## config.mk

```make
export PLATFORM = sky130hd
export DESIGN_NAME = seq_det_param
export DESIGN_NICKNAME = d
export VERILOG_FILES = /design/src/rtl/seq_det_pkg.sv /design/src/rtl/seq_det_hist.sv /design/src/rtl/seq_det_param.sv
export SDC_FILE = /design/constraint.sdc
export NUM_CORES = 1
export LEC_CHECK = 0
export BUFFER_PORTS_ARGS = -buffer_cell sky130_fd_sc_hd__buf_2
export CELL_PAD_IN_SITES_DETAIL_PLACEMENT = 0
export CELL_PAD_IN_SITES_GLOBAL_PLACEMENT = 1
export CORE_AREA = 8 8 57 59
export CTS_CLUSTER_DIAMETER = 80
export DETAILED_ROUTE_END_ITERATION = 6
export DIE_AREA = 0 0 65 67
export PLACE_DENSITY_LB_ADDON = 0.1
export SLEW_MARGIN = 20
export SYNTH_ARGS = -nofsm -noshare
export SYNTH_HDL_FRONTEND = slang
export SYNTH_SLANG_ARGS = --single-unit
```

## constraint.sdc

```tcl
create_clock -name clk -period 2.8 [get_ports clk]
set_input_delay 0.42 -clock clk [delete_from_list [all_inputs] [get_ports clk]]
set_output_delay 0.42 -clock clk [all_outputs]
set_load 0.005 [all_outputs]
```

## src/rtl/seq_det_pkg.sv

```systemverilog
// Shared constants and helpers for the parametrised serial pattern detector.
package seq_det_pkg;

    localparam logic MODE_NONOVL = 1'b0;
    localparam logic MODE_OVL    = 1'b1;

    function automatic int clog2(input int value);
        int r;
        r = 0;
        while ((1 << r) < value) begin
            r++;
        end
        return r;
    endfunction

endpackage

```

## src/rtl/seq_det_hist.sv

```systemverilog
// History shift register with saturating fill count; flush wins over shift.
// Exposes next-state values so the compare can act on the bit being accepted this edge.
module seq_det_hist
    import seq_det_pkg::*;
#(
    parameter int PAT_W = 4
) (
    input  logic                          clk,
    input  logic                          areset_n,
    input  logic                          shift,
    input  logic                          flush,
    input  logic                          x,
    output logic [PAT_W-1:0]              hist_n,
    output logic [clog2(PAT_W+1)-1:0]     fill,
    output logic [clog2(PAT_W+1)-1:0]     fill_n
);

    localparam int                FILL_W   = clog2(PAT_W + 1);
    localparam logic [FILL_W-1:0] FILL_MAX = FILL_W'(PAT_W);

    logic [PAT_W-1:0] hist;

    // Truncating the concatenation drops the oldest bit and also covers PAT_W=1.
    assign hist_n = PAT_W'({hist, x});
    assign fill_n = (fill == FILL_MAX) ? fill : fill + 1'b1;

    always_ff @(posedge clk) begin
        if (!areset_n) begin
            hist <= '0;
            fill <= '0;
        end else if (flush) begin
            hist <= '0;
            fill <= '0;
        end else if (shift) begin
            hist <= hist_n;
            fill <= fill_n;
        end
    end

endmodule

```

## src/rtl/seq_det_param.sv

```systemverilog
// Serial pattern detector: registered match pulse and saturating count, one edge after the completing bit.
// in_valid qualifies each bit, no backpressure; SEQ_DET_MASK_EN adds a per-bit compare mask (pat_mask).
module seq_det_param
    import seq_det_pkg::*;
#(
    parameter int PAT_W = 4,
    parameter int CNT_W = 8
) (
    input  logic                          clk,
    input  logic                          areset_n,
    input  logic                          in_valid,
    input  logic                          x,
    input  logic [PAT_W-1:0]              pattern,
`ifdef SEQ_DET_MASK_EN
    input  logic [PAT_W-1:0]              pat_mask,
`endif
    input  logic                          overlap_en,
    input  logic                          clear,
    output logic                          op,
    output logic [CNT_W-1:0]              match_cnt,
    output logic [clog2(PAT_W+1)-1:0]     fill
);

    localparam int FILL_W = clog2(PAT_W + 1);

    logic [PAT_W-1:0]  hist_n;
    logic [PAT_W-1:0]  cmp_mask;
    logic [FILL_W-1:0] fill_n;
    logic              accept;
    logic              match;
    logic              flush;

`ifdef SEQ_DET_MASK_EN
    assign cmp_mask = pat_mask;
`else
    assign cmp_mask = '1;
`endif

    // A bit arriving alongside clear is dropped.
    assign accept = in_valid & ~clear;
    assign match  = accept && (fill_n == FILL_W'(PAT_W))
                    && (((hist_n ^ pattern) & cmp_mask) == '0);
    assign flush  = clear | (match & (overlap_en == MODE_NONOVL));

    seq_det_hist #(
        .PAT_W (PAT_W)
    ) u_hist (
        .clk      (clk),
        .areset_n (areset_n),
        .shift    (accept),
        .flush    (flush),
        .x        (x),
        .hist_n   (hist_n),
        .fill     (fill),
        .fill_n   (fill_n)
    );

    always_ff @(posedge clk) begin
        if (!areset_n) begin
            op        <= 1'b0;
            match_cnt <= '0;
        end else if (clear) begin
            op        <= 1'b0;
            match_cnt <= '0;
        end else begin
            op <= match;
            if (match && (match_cnt != {CNT_W{1'b1}})) begin
                match_cnt <= match_cnt + 1'b1;
            end
        end
    end

endmodule
```

==> report_table.html, run 1 <==
<table>
<tr><th>Metric</th><th>Value</th></tr>
<tr><th colspan="2">Outcome</th></tr>
<tr><td>Status</td><td>complete, no violations</td></tr>
<tr><th colspan="2">Pwr</th></tr>
<tr><td>Power per standard cell area</td><td>between 300 and 400 nW/um2</td></tr>
<tr><td>Proportion of power drawn by the clock network</td><td>roughly a third</td></tr>
<tr><td>Psw</td><td>between 0.08 and 0.09 mW</td></tr>
<tr><td>Relative contribution of sequential cells to total power</td><td>~58%</td></tr>
<tr><td>Switching Share</td><td>between 20% and 30%</td></tr>
<tr><td>Peak supply drop</td><td>0.218 mV</td></tr>
<tr><td>Static leakage</td><td>roughly 0.41 nW</td></tr>
<tr><td>Gate power share</td><td>~7.5%</td></tr>
<tr><td>Internal power contribution</td><td>between 0.2 and 0.3 mW</td></tr>
<tr><th colspan="2">Drt</th></tr>
<tr><td>Wirelength per Cell</td><td>between 10 and 15 um</td></tr>
<tr><td>Number of optimization iterations in the first detailed-route pass</td><td>4</td></tr>
<tr><td>Starting DRC count in detailed routing</td><td>28</td></tr>
<tr><td>Detail Route Antenna Nets</td><td>0</td></tr>
<tr><td>Routed vias/inst</td><td>about 5.0</td></tr>
<tr><td>Routed vias</td><td>697</td></tr>
<tr><td>Wirelength, routed</td><td>approximately 1.8 mm</td></tr>
<tr><td>DRC</td><td>0</td></tr>
<tr><th colspan="2">Synth</th></tr>
<tr><td>Largest cells by area after synthesis</td><td>sky130_fd_sc_hd__dfxtp_1, sky130_fd_sc_hd__o31ai_1, sky130_fd_sc_hd__or4_1, sky130_fd_sc_hd__xnor2_1, sky130_fd_sc_hd__mux2i_1</td></tr>
<tr><td>Simple-gate share of the synthesized area</td><td>25.4%</td></tr>
<tr><td>Syn_nets</td><td>just over 100</td></tr>
<tr><td>Share of cell area taken by muxes after synthesis</td><td>4.84%</td></tr>
<tr><td>Count of synthesis-stage warnings from yosys</td><td>0</td></tr>
<tr><td>Top cell type's share of synthesized area</td><td>a little over a third</td></tr>
<tr><td>Cell area after synthesis</td><td>827 um2</td></tr>
<tr><td>Share of synthesized area occupied by flip-flops and latches</td><td>36.3%</td></tr>
<tr><td>Adder and majority gate portion of the synthesized area</td><td>4.54%</td></tr>
<tr><td>Cell type contributing the most total cell area after synthesis</td><td>sky130_fd_sc_hd__dfxtp_1</td></tr>
<tr><td>Main combinational cell family by area after synthesis</td><td>simple AND/OR/NAND/NOR gates</td></tr>
<tr><td>Cell count after synthesis</td><td>90</td></tr>
<tr><td>Synthesized-area fraction occupied by xor and xnor cells</td><td>roughly 6.4%</td></tr>
<tr><td>Total of flip-flops plus latches after synthesis</td><td>15</td></tr>
<tr><td>Share of the synthesized area in compound gates (AO/OA/AOI/OAI)</td><td>16.5%</td></tr>
<tr><td>Number of distinct library cells after synthesis</td><td>32</td></tr>
<tr><td>Post-synthesis area per instance</td><td>just over 9 um2</td></tr>
<tr><th colspan="2">Die</th></tr>
<tr><td>Floorplan die height</td><td>roughly 67 um</td></tr>
<tr><td>Ports</td><td>22</td></tr>
<tr><td>Starting utilization of the core area</td><td>35.0%</td></tr>
<tr><td>Core area</td><td>approximately 2400 um2</td></tr>
<tr><td>Row Count</td><td>18</td></tr>
<tr><td>Die area</td><td>about 4400 um2</td></tr>
<tr><td>Width of the die</td><td>65 um</td></tr>
<tr><th colspan="2">Layout</th></tr>
<tr><td>Fill cells</td><td>approximately 260</td></tr>
<tr><td>Number of antenna cells inserted</td><td>0</td></tr>
<tr><td>Proportion of layout cells with a drive suffix above 1</td><td>between 20% and 30%</td></tr>
<tr><td>Synth-to-layout area growth</td><td>15.7%</td></tr>
<tr><td>Area of all sequential standard cells</td><td>around 300 um2</td></tr>
<tr><td>Final std cell area, no fill</td><td>957 um2</td></tr>
<tr><td>Final nets</td><td>123</td></tr>
<tr><td>Combined area of the multi-input logic cells</td><td>about 480 um2</td></tr>
<tr><th colspan="2">Worst setup path</th></tr>
<tr><td>Flop2flop setup slack</td><td>approximately 0.36 ns</td></tr>
<tr><td>Maximum fanout encountered on the critical timing path</td><td>18</td></tr>
<tr><td>Worst flop-to-flop path endpoint</td><td>match_cnt[3]</td></tr>
<tr><td>Cell depth of the worst flop-to-flop path</td><td>7</td></tr>
<tr><td>Cells traversed along the worst timing path</td><td>inv_1 -&gt; ha_1 -&gt; nand2_1 -&gt; xnor2_1 -&gt; or4_1 -&gt; or4_1 -&gt; a21oi_1</td></tr>
<tr><td>Critical path capture point type</td><td>flop</td></tr>
<tr><td>Crit path top cell by count</td><td>sky130_fd_sc_hd__or4_1</td></tr>
<tr><td>Required time worst endpoint</td><td>roughly 3 ns</td></tr>
<tr><td>Launching point of the worst reg2reg path</td><td>u_hist.fill[0]</td></tr>
<tr><td>Worst endpoint data arrival time</td><td>roughly 2.7 ns</td></tr>
<tr><td>Type of origin of the critical path</td><td>flop</td></tr>
<tr><td>Setup CP Type</td><td>flop to flop</td></tr>
<tr><td>Worst stage delay on the critical path</td><td>between 0.7 and 0.8 ns</td></tr>
<tr><td>Critical path's slowest cell</td><td>sky130_fd_sc_hd__or4_1</td></tr>
<tr><th colspan="2">Timing</th></tr>
<tr><td>Final hold violation count</td><td>0</td></tr>
<tr><td>Time the final worst path needs with I/O delays and setup</td><td>2.44 ns</td></tr>
<tr><td>Period utilisation layout</td><td>a little under 90%</td></tr>
<tr><td>Slew Limit Fails</td><td>0</td></tr>
<tr><td>RSZ-0062 raised after global routing</td><td>false</td></tr>
<tr><td>Fin Clk Skew</td><td>between 0.007 and 0.008 ns</td></tr>
<tr><td>Total Neg Setup Slack</td><td>0 ns</td></tr>
<tr><td>Total setup violations reported at the end of the flow</td><td>0</td></tr>
<tr><td>Slew @ Worst Pin</td><td>about 0.52 ns</td></tr>
<tr><td>Relative slew margins</td><td>about two thirds</td></tr>
<tr><td>Highest clock rate</td><td>just over 400 MHz</td></tr>
<tr><th colspan="2">Global routing</th></tr>
<tr><td>Initial antenna violation count</td><td>0</td></tr>
<tr><td>Routing usage on met1</td><td>about a tenth</td></tr>
<tr><td>Maximum number of pins on one net before global-route repair</td><td>19</td></tr>
<tr><td>Number of global-route vias before repair</td><td>roughly 630</td></tr>
<tr><td>Global-route wire length before repair</td><td>~2.8 mm</td></tr>
<tr><td>GRT met2 Usage</td><td>between 10% and 20%</td></tr>
<tr><td>Met3 capacity usage during global routing</td><td>2.35%</td></tr>
<tr><td>GRT Overall Usage</td><td>under 10%</td></tr>
<tr><td>Residual overflow from global routing</td><td>0</td></tr>
<tr><td>Global route hottest layer</td><td>met2</td></tr>
<tr><th colspan="2">Clocking</th></tr>
<tr><td>Clock transition at the registers of the reported paths</td><td>around 0.1 ns</td></tr>
<tr><td>Deepest clock path buffer count</td><td>2</td></tr>
<tr><td>TritonCTS clock tree</td><td>built</td></tr>
<tr><td>Max H-tree Level</td><td>1</td></tr>
<tr><td>Root Driver</td><td>sky130_fd_sc_hd__clkbuf_4</td></tr>
<tr><td>Number of hold-repair buffers added at the cts stage</td><td>0</td></tr>
<tr><td>Number of gates resized after cts</td><td>0</td></tr>
<tr><td>Post-CTS setup buffer count</td><td>0</td></tr>
<tr><td>Skew-Pair Late Insertion Delay</td><td>0.29 ns</td></tr>
<tr><td>Clock sinks</td><td>15</td></tr>
<tr><td>Clock buffer count from CTS</td><td>3</td></tr>
<tr><th colspan="2">Hold path</th></tr>
<tr><td>Worst Hold Path Cells</td><td>3</td></tr>
<tr><td>HP Start</td><td>x</td></tr>
<tr><td>Hold Crit Endpoint</td><td>u_hist.hist[0]</td></tr>
<tr><td>Type of the tightest min-delay check</td><td>primary input to flop</td></tr>
<tr><th colspan="2">Placed design</th></tr>
<tr><td>Count of buffers from port buffering</td><td>21</td></tr>
<tr><td>Final RePlAce weighted congestion</td><td>roughly 0.67</td></tr>
<tr><td>DP Wirelength</td><td>about 1.3 mm</td></tr>
<tr><td>Standard cell area after detailed placement</td><td>just over 900 um2</td></tr>
<tr><th colspan="2">Flow run</th></tr>
<tr><td>Number of violations of the max-capacitance limit</td><td>0</td></tr>
</table>
-- layer usage --
layer  vias up  share of wire [%]
li1        367                  -
met4         0               0.72
met5         -                  0
met2        17                 45
met3         2                5.3
met1       311                 49
-- state kept, by name (all words and copies together), names as in the netlist --
register / flops
op: 1
u_hist.fill: 3
match_cnt: 8
u_hist.hist: 3
-- cells in the final DEF (no fill, tap or decap), drive strengths merged --
| cell type | synthesis | final |
|---|---|---|
| and3 | 3 | 3 |
| nor3 | 1 | 1 |
| a31o | 1 | 1 |
| or4 | 6 | 6 |
| a21boi | 1 | 1 |
| mux2i | 4 | 4 |
| nand2b | 2 | 2 |
| inv | 3 | 3 |
| nand2 | 3 | 3 |
| nor3b | 1 | 1 |
| dfxtp | 15 | 15 |
| o211a | 1 | 1 |
| o31ai | 6 | 6 |
| o21ai | 1 | 1 |
| nor2b | 4 | 4 |
| and3b | 1 | 1 |
| and2b | 1 | 1 |
| nand3 | 5 | 5 |
| o211ai | 1 | 1 |
| a21oi | 7 | 7 |
| o31a | 1 | 1 |
| nor2 | 3 | 3 |
| ha | 3 | 3 |
| xnor2 | 5 | 5 |
| nand4 | 1 | 1 |
| or3 | 3 | 3 |
| buf | 4 | 21 |
| clkbuf | 2 | 4 |
| xor2 | 1 | 1 |
-- logic make-up (layout without fill, tap and decap cells) --
logic type,Yosys count,in the layout
and+or+nand+nor,34,34
AOI/OAI and AO/OA,19,19
DFF,15,15
buffers and inverters,9,28
xor gates and xnor gates,6,6
muxes,4,4
adders and majority gates,3,3
-- Yosys cell counts --
cell type and count:
sky130_fd_sc_hd__inv_1 3, sky130_fd_sc_hd__or4_1 6, sky130_fd_sc_hd__and3b_1 1, sky130_fd_sc_hd__a21boi_0 1
sky130_fd_sc_hd__nand3_1 5, sky130_fd_sc_hd__buf_1 1, sky130_fd_sc_hd__o31a_1 1, sky130_fd_sc_hd__buf_6 2
sky130_fd_sc_hd__mux2i_1 4, sky130_fd_sc_hd__xnor2_1 5, sky130_fd_sc_hd__nand4_1 1, sky130_fd_sc_hd__o211ai_1 1
sky130_fd_sc_hd__nand2_1 3, sky130_fd_sc_hd__xor2_1 1, sky130_fd_sc_hd__or3_1 3, sky130_fd_sc_hd__and3_1 3
sky130_fd_sc_hd__nor3b_1 1, sky130_fd_sc_hd__nor2_1 3, sky130_fd_sc_hd__nand2b_1 1, sky130_fd_sc_hd__a21oi_1 7
sky130_fd_sc_hd__ha_1 3, sky130_fd_sc_hd__buf_2 1, sky130_fd_sc_hd__and2b_1 1, sky130_fd_sc_hd__clkbuf_1 2
sky130_fd_sc_hd__nand2b_4 1, sky130_fd_sc_hd__nor3_1 1, sky130_fd_sc_hd__nor2b_1 4, sky130_fd_sc_hd__a31o_4 1
sky130_fd_sc_hd__dfxtp_1 15, sky130_fd_sc_hd__o21ai_0 1, sky130_fd_sc_hd__o211a_1 1, sky130_fd_sc_hd__o31ai_1 6
-- final cells by class --
type,count,area share [%]
tap,30,3.92
sequential,15,31.4
clock buffer,4,2.75
inverter,3,1.18
multi-input combinational,66,49.8
timing repair buffer,21,11.0
-- metrics by stage --
step	util [%]	hold WS (ns)	std cells	worst slack, ns	power [mW]
final	40.5	0.419	139	0.362	0.373
after global placement	39.4	0.481	135	0.430	0.248
after CTS	40.5	0.417	139	0.352	0.381
after global routing	40.5	0.442	139	0.203	0.390
after detailed placement	39.4	0.491	135	0.403	0.249
after floorplan	-	0.477	90	0.658	0.239
-- worst max-delay path by stage --
stage                               from      endpoint  slack (ns)  depth (start not counted)
final                     u_hist.fill[0]  match_cnt[3]        0.36                          7
after global routing      u_hist.fill[0]  match_cnt[3]        0.20                          7
after CTS                 u_hist.fill[0]  match_cnt[3]        0.35                          7
after detailed placement               x  match_cnt[3]        0.40                          6
after global placement    u_hist.fill[0]  match_cnt[3]        0.43                          7
after floorplan           u_hist.fill[0]  match_cnt[5]        0.66                          9
-- power by group through the flow --
| stage | Clock (mW) | Combinational [mW] | Sequential [mW] |
|---|---|---|---|
| after floorplan | 0 | 0.0185 | 0.220 |
| after global placement | 0 | 0.0283 | 0.220 |
| after detailed placement | 0 | 0.0283 | 0.220 |
| after CTS | 0.138 | 0.0284 | 0.215 |
| after global routing | 0.144 | 0.0311 | 0.216 |
| final | 0.129 | 0.0279 | 0.215 |
-- worst max-delay path, delay by kind of cell, from the launching register on --
kind            cells  cell delay (ns)
compound gates      1             0.16
xor+xnor            1             0.06
flops               1             0.40
fa+ha+maj           1             0.23
simple gates        3             1.43
buf+inv             1             0.09
Power figures use the tool's default switching activity.
==> run 2: changes to the inputs <==
--- a/config.mk
+++ b/config.mk
@@ -5,7 +5,7 @@
 export SDC_FILE = /design/constraint.sdc
 export NUM_CORES = 1
 export LEC_CHECK = 0
-export BUFFER_PORTS_ARGS = -buffer_cell sky130_fd_sc_hd__buf_2
+export BUFFER_PORTS_ARGS = -buffer_cell sky130_fd_sc_hd__buf_4
 export CELL_PAD_IN_SITES_DETAIL_PLACEMENT = 0
 export CELL_PAD_IN_SITES_GLOBAL_PLACEMENT = 1
 export CORE_AREA = 8 8 57 59
==> report_table.html, run 2 (synthesis results as in run 1) <==
<table>
<tr><th>Metric</th><th>Value</th></tr>
<tr><th colspan="2">Timing</th></tr>
<tr><td>Highest clock rate</td><td>415 MHz (+1.1%)</td></tr>
<tr><td>Fin Clk Skew</td><td>0.00174 ns (-0.00604 ns)</td></tr>
<tr><td>Slew @ Worst Pin</td><td>0.527 ns (+0.00203 ns)</td></tr>
<tr><td>Final hold violation count</td><td>0 (unchanged)</td></tr>
<tr><td>Total Neg Setup Slack</td><td>0 ns (unchanged)</td></tr>
<tr><td>Period utilisation layout</td><td>86.1% (-0.98 points)</td></tr>
<tr><td>Time the final worst path needs with I/O delays and setup</td><td>2.41 ns (-0.0274 ns)</td></tr>
<tr><td>Slew Limit Fails</td><td>0 (unchanged)</td></tr>
<tr><td>Relative slew margins</td><td>64.9% (-0.14 points)</td></tr>
<tr><td>Total setup violations reported at the end of the flow</td><td>0 (unchanged)</td></tr>
<tr><td>Fin worst setup slack</td><td>0.389 ns (+0.0274 ns)</td></tr>
<tr><td>RSZ-0062 raised after global routing</td><td>false</td></tr>
<tr><th colspan="2">Clocking</th></tr>
<tr><td>Deepest clock path buffer count</td><td>2 (unchanged)</td></tr>
<tr><td>Number of hold-repair buffers added at the cts stage</td><td>0 (unchanged)</td></tr>
<tr><td>Skew-Pair Late Insertion Delay</td><td>0.28 ns (about the same)</td></tr>
<tr><td>Clock transition at the registers of the reported paths</td><td>0.10 ns (about the same)</td></tr>
<tr><td>Clock sinks</td><td>15 (unchanged)</td></tr>
<tr><td>Post-CTS setup buffer count</td><td>0 (unchanged)</td></tr>
<tr><td>Clock buffer count from CTS</td><td>3 (unchanged)</td></tr>
<tr><td>TritonCTS clock tree</td><td>built</td></tr>
<tr><td>Root Driver</td><td>sky130_fd_sc_hd__clkbuf_4</td></tr>
<tr><td>Number of gates resized after cts</td><td>0 (unchanged)</td></tr>
<tr><td>Max H-tree Level</td><td>1 (unchanged)</td></tr>
<tr><th colspan="2">Worst setup path</th></tr>
<tr><td>Setup CP Type</td><td>flop to flop</td></tr>
<tr><td>Type of origin of the critical path</td><td>flop</td></tr>
<tr><td>Required time worst endpoint</td><td>3.02 ns (about the same)</td></tr>
<tr><td>Critical path capture point type</td><td>flop</td></tr>
<tr><td>Worst endpoint data arrival time</td><td>2.63 ns (-0.02 ns)</td></tr>
<tr><td>Maximum fanout encountered on the critical timing path</td><td>18 (unchanged)</td></tr>
<tr><th colspan="2">Drt</th></tr>
<tr><td>Routed vias</td><td>709 (+1.7%)</td></tr>
<tr><td>Wirelength per Cell</td><td>13.3 um (+2.5%)</td></tr>
<tr><td>Routed vias/inst</td><td>5.10 (+1.7%)</td></tr>
<tr><td>Number of optimization iterations in the first detailed-route pass</td><td>4 (unchanged)</td></tr>
<tr><td>Starting DRC count in detailed routing</td><td>13 (-54%)</td></tr>
<tr><td>DRC</td><td>0 (unchanged)</td></tr>
<tr><td>Detail Route Antenna Nets</td><td>0 (unchanged)</td></tr>
<tr><td>Wirelength, routed</td><td>1.85 mm (+2.5%)</td></tr>
<tr><th colspan="2">Layout</th></tr>
<tr><td>Biggest regs</td><td>match_cnt: 8 flops, u_hist.fill: 3 flops, u_hist.hist: 3 flops</td></tr>
<tr><td>Most common cell after layout, fill and taps aside</td><td>sky130_fd_sc_hd__buf_4</td></tr>
<tr><td>Proportion of layout cells with a drive suffix above 1</td><td>23.9% (unchanged)</td></tr>
<tr><td>Register with the most flip-flops</td><td>match_cnt</td></tr>
<tr><td>Commonest cells after routing, fill and taps aside</td><td>sky130_fd_sc_hd__buf_4, sky130_fd_sc_hd__dfxtp_1, sky130_fd_sc_hd__a21oi_1</td></tr>
<tr><td>Number of flip-flops in the largest register</td><td>8 (unchanged)</td></tr>
<tr><td>Final nets</td><td>123 (unchanged)</td></tr>
<tr><td>Number of standard cells in the final layout excluding fillers</td><td>139 (unchanged)</td></tr>
<tr><td>Final std cell area, no fill</td><td>1010 um2 (+5.5%)</td></tr>
<tr><td>Fill cells</td><td>265 (+2.3%)</td></tr>
<tr><td>Number of antenna cells inserted</td><td>0 (unchanged)</td></tr>
<tr><td>Synth-to-layout area growth</td><td>22.1%</td></tr>
<tr><th colspan="2">Flow run</th></tr>
<tr><td>Number of violations of the max-capacitance limit</td><td>0 (unchanged)</td></tr>
<tr><th colspan="2">Placed design</th></tr>
<tr><td>DP Wirelength</td><td>1.37 mm (+3.9%)</td></tr>
<tr><td>Final RePlAce weighted congestion</td><td>0.676 (+0.48%)</td></tr>
<tr><td>Placement-stage worst setup slack</td><td>0.402 ns (-0.00114 ns)</td></tr>
<tr><td>Standard cell area after detailed placement</td><td>983 um2 (+5.6%)</td></tr>
<tr><td>Count of placed standard cells including taps</td><td>135 (unchanged)</td></tr>
<tr><td>Count of buffers from port buffering</td><td>21 (unchanged)</td></tr>
<tr><th colspan="2">Outcome</th></tr>
<tr><td>Status</td><td>complete, no violations</td></tr>
<tr><th colspan="2">Die</th></tr>
<tr><td>Floorplan die height</td><td>67 um (unchanged)</td></tr>
<tr><td>Row Count</td><td>18 (unchanged)</td></tr>
<tr><td>Width of the die</td><td>65 um (unchanged)</td></tr>
<tr><td>Starting utilization of the core area</td><td>35.0% (unchanged)</td></tr>
<tr><td>Ports</td><td>22 (unchanged)</td></tr>
<tr><td>Core area</td><td>2360 um2 (unchanged)</td></tr>
<tr><td>Die area</td><td>4360 um2 (unchanged)</td></tr>
<tr><th colspan="2">Pwr</th></tr>
<tr><td>Proportion of power drawn by the clock network</td><td>34.5% (-0.2 points)</td></tr>
<tr><td>Power per standard cell area</td><td>373 nW/um2 (-4.1%)</td></tr>
<tr><td>Relative contribution of sequential cells to total power</td><td>57.1% (-0.7 points)</td></tr>
<tr><td>Psw</td><td>0.0890 mW (+0.59%)</td></tr>
<tr><td>Static leakage</td><td>0.416 nW (+1.5%)</td></tr>
<tr><td>Gate power share</td><td>8.3% (+0.8 points)</td></tr>
<tr><td>Internal power contribution</td><td>0.288 mW (+1.3%)</td></tr>
<tr><td>Peak supply drop</td><td>0.208 mV (-4.7%)</td></tr>
<tr><td>Switching Share</td><td>23.6% (-0.13 points)</td></tr>
<tr><th colspan="2">Global routing</th></tr>
<tr><td>Residual overflow from global routing</td><td>0 (unchanged)</td></tr>
<tr><td>Initial antenna violation count</td><td>0 (unchanged)</td></tr>
<tr><td>Number of global-route vias before repair</td><td>675 (+6.8%)</td></tr>
<tr><td>Maximum number of pins on one net before global-route repair</td><td>19 (unchanged)</td></tr>
<tr><td>Global-route wire length before repair</td><td>2.98 mm (+4.6%)</td></tr>
<tr><td>GRT Overall Usage</td><td>8.71% (+0.37 points)</td></tr>
<tr><th colspan="2">Hold path</th></tr>
<tr><td>Type of the tightest min-delay check</td><td>primary input to flop</td></tr>
</table>
## run 2: cell counts in the layout (fill, tap and decap cells not counted)
No cell type changed its count.
## run 2: worst max-delay path, stage by stage, from the launching register on
cell and delay [ns]:
sky130_fd_sc_hd__dfxtp_1 0.41, sky130_fd_sc_hd__inv_1 0.09, sky130_fd_sc_hd__ha_1 0.22, sky130_fd_sc_hd__nand2_1 0.09, sky130_fd_sc_hd__xnor2_1 0.06, sky130_fd_sc_hd__or4_1 0.75, sky130_fd_sc_hd__or4_1 0.59, sky130_fd_sc_hd__a21oi_1 0.14
## run 2: through the flow
stage / hold slack, ns / total power, mW / util, %
global placement: 0.481 / 0.252 / 41.6
global route: 0.418 / 0.395 / 42.7
CTS: 0.404 / 0.387 / 42.7
floorplan: 0.477 / 0.239 / -
finish: 0.415 / 0.377 / 42.7
detailed placement: 0.486 / 0.252 / 41.6
## run 2: area by class of cell
cell class                      count  area [um2]  share of cell area, %
Clock buffer                        4        26.3                   2.60
Inverter                            3        11.3                   1.12
Multi-Input combinational cell     66         477                   47.2
Sequential cell                    15         300                   29.7
Tap cell                           30        37.5                   3.72
Timing Repair Buffer               21         158                   15.6
## run 2: final timing paths
check	startpoint	to	slack, ns	cells after the start
setup / recovery	u_hist.fill[0]	match_cnt[7]	0.39	7
hold / removal	x	u_hist.hist[0]	0.42	3
setup reg to reg	u_hist.fill[0]	match_cnt[7]	0.39	7
hold reg to reg	match_cnt[5]	match_cnt[5]	0.50	2
## run 2: power by group through the flow
stage | combinational, mW | clock (mW) | sequential [mW]
after floorplan | 0.0185 | 0 | 0.220
after global placement | 0.0321 | 0 | 0.220
after detailed placement | 0.0321 | 0 | 0.220
after CTS | 0.0321 | 0.139 | 0.215
after global routing | 0.0348 | 0.144 | 0.216
final | 0.0315 | 0.130 | 0.215
## run 2: per-layer routing
metal | share of wire [%] | vias up | track usage (%)
met1 | 48 | 325 | 9.94
li1 | - | 365 | -
met4 | 1.6 | 0 | 4.90
met3 | 5.8 | 4 | 2.85
met2 | 45 | 15 | 14.0
met5 | 0 | - | 0
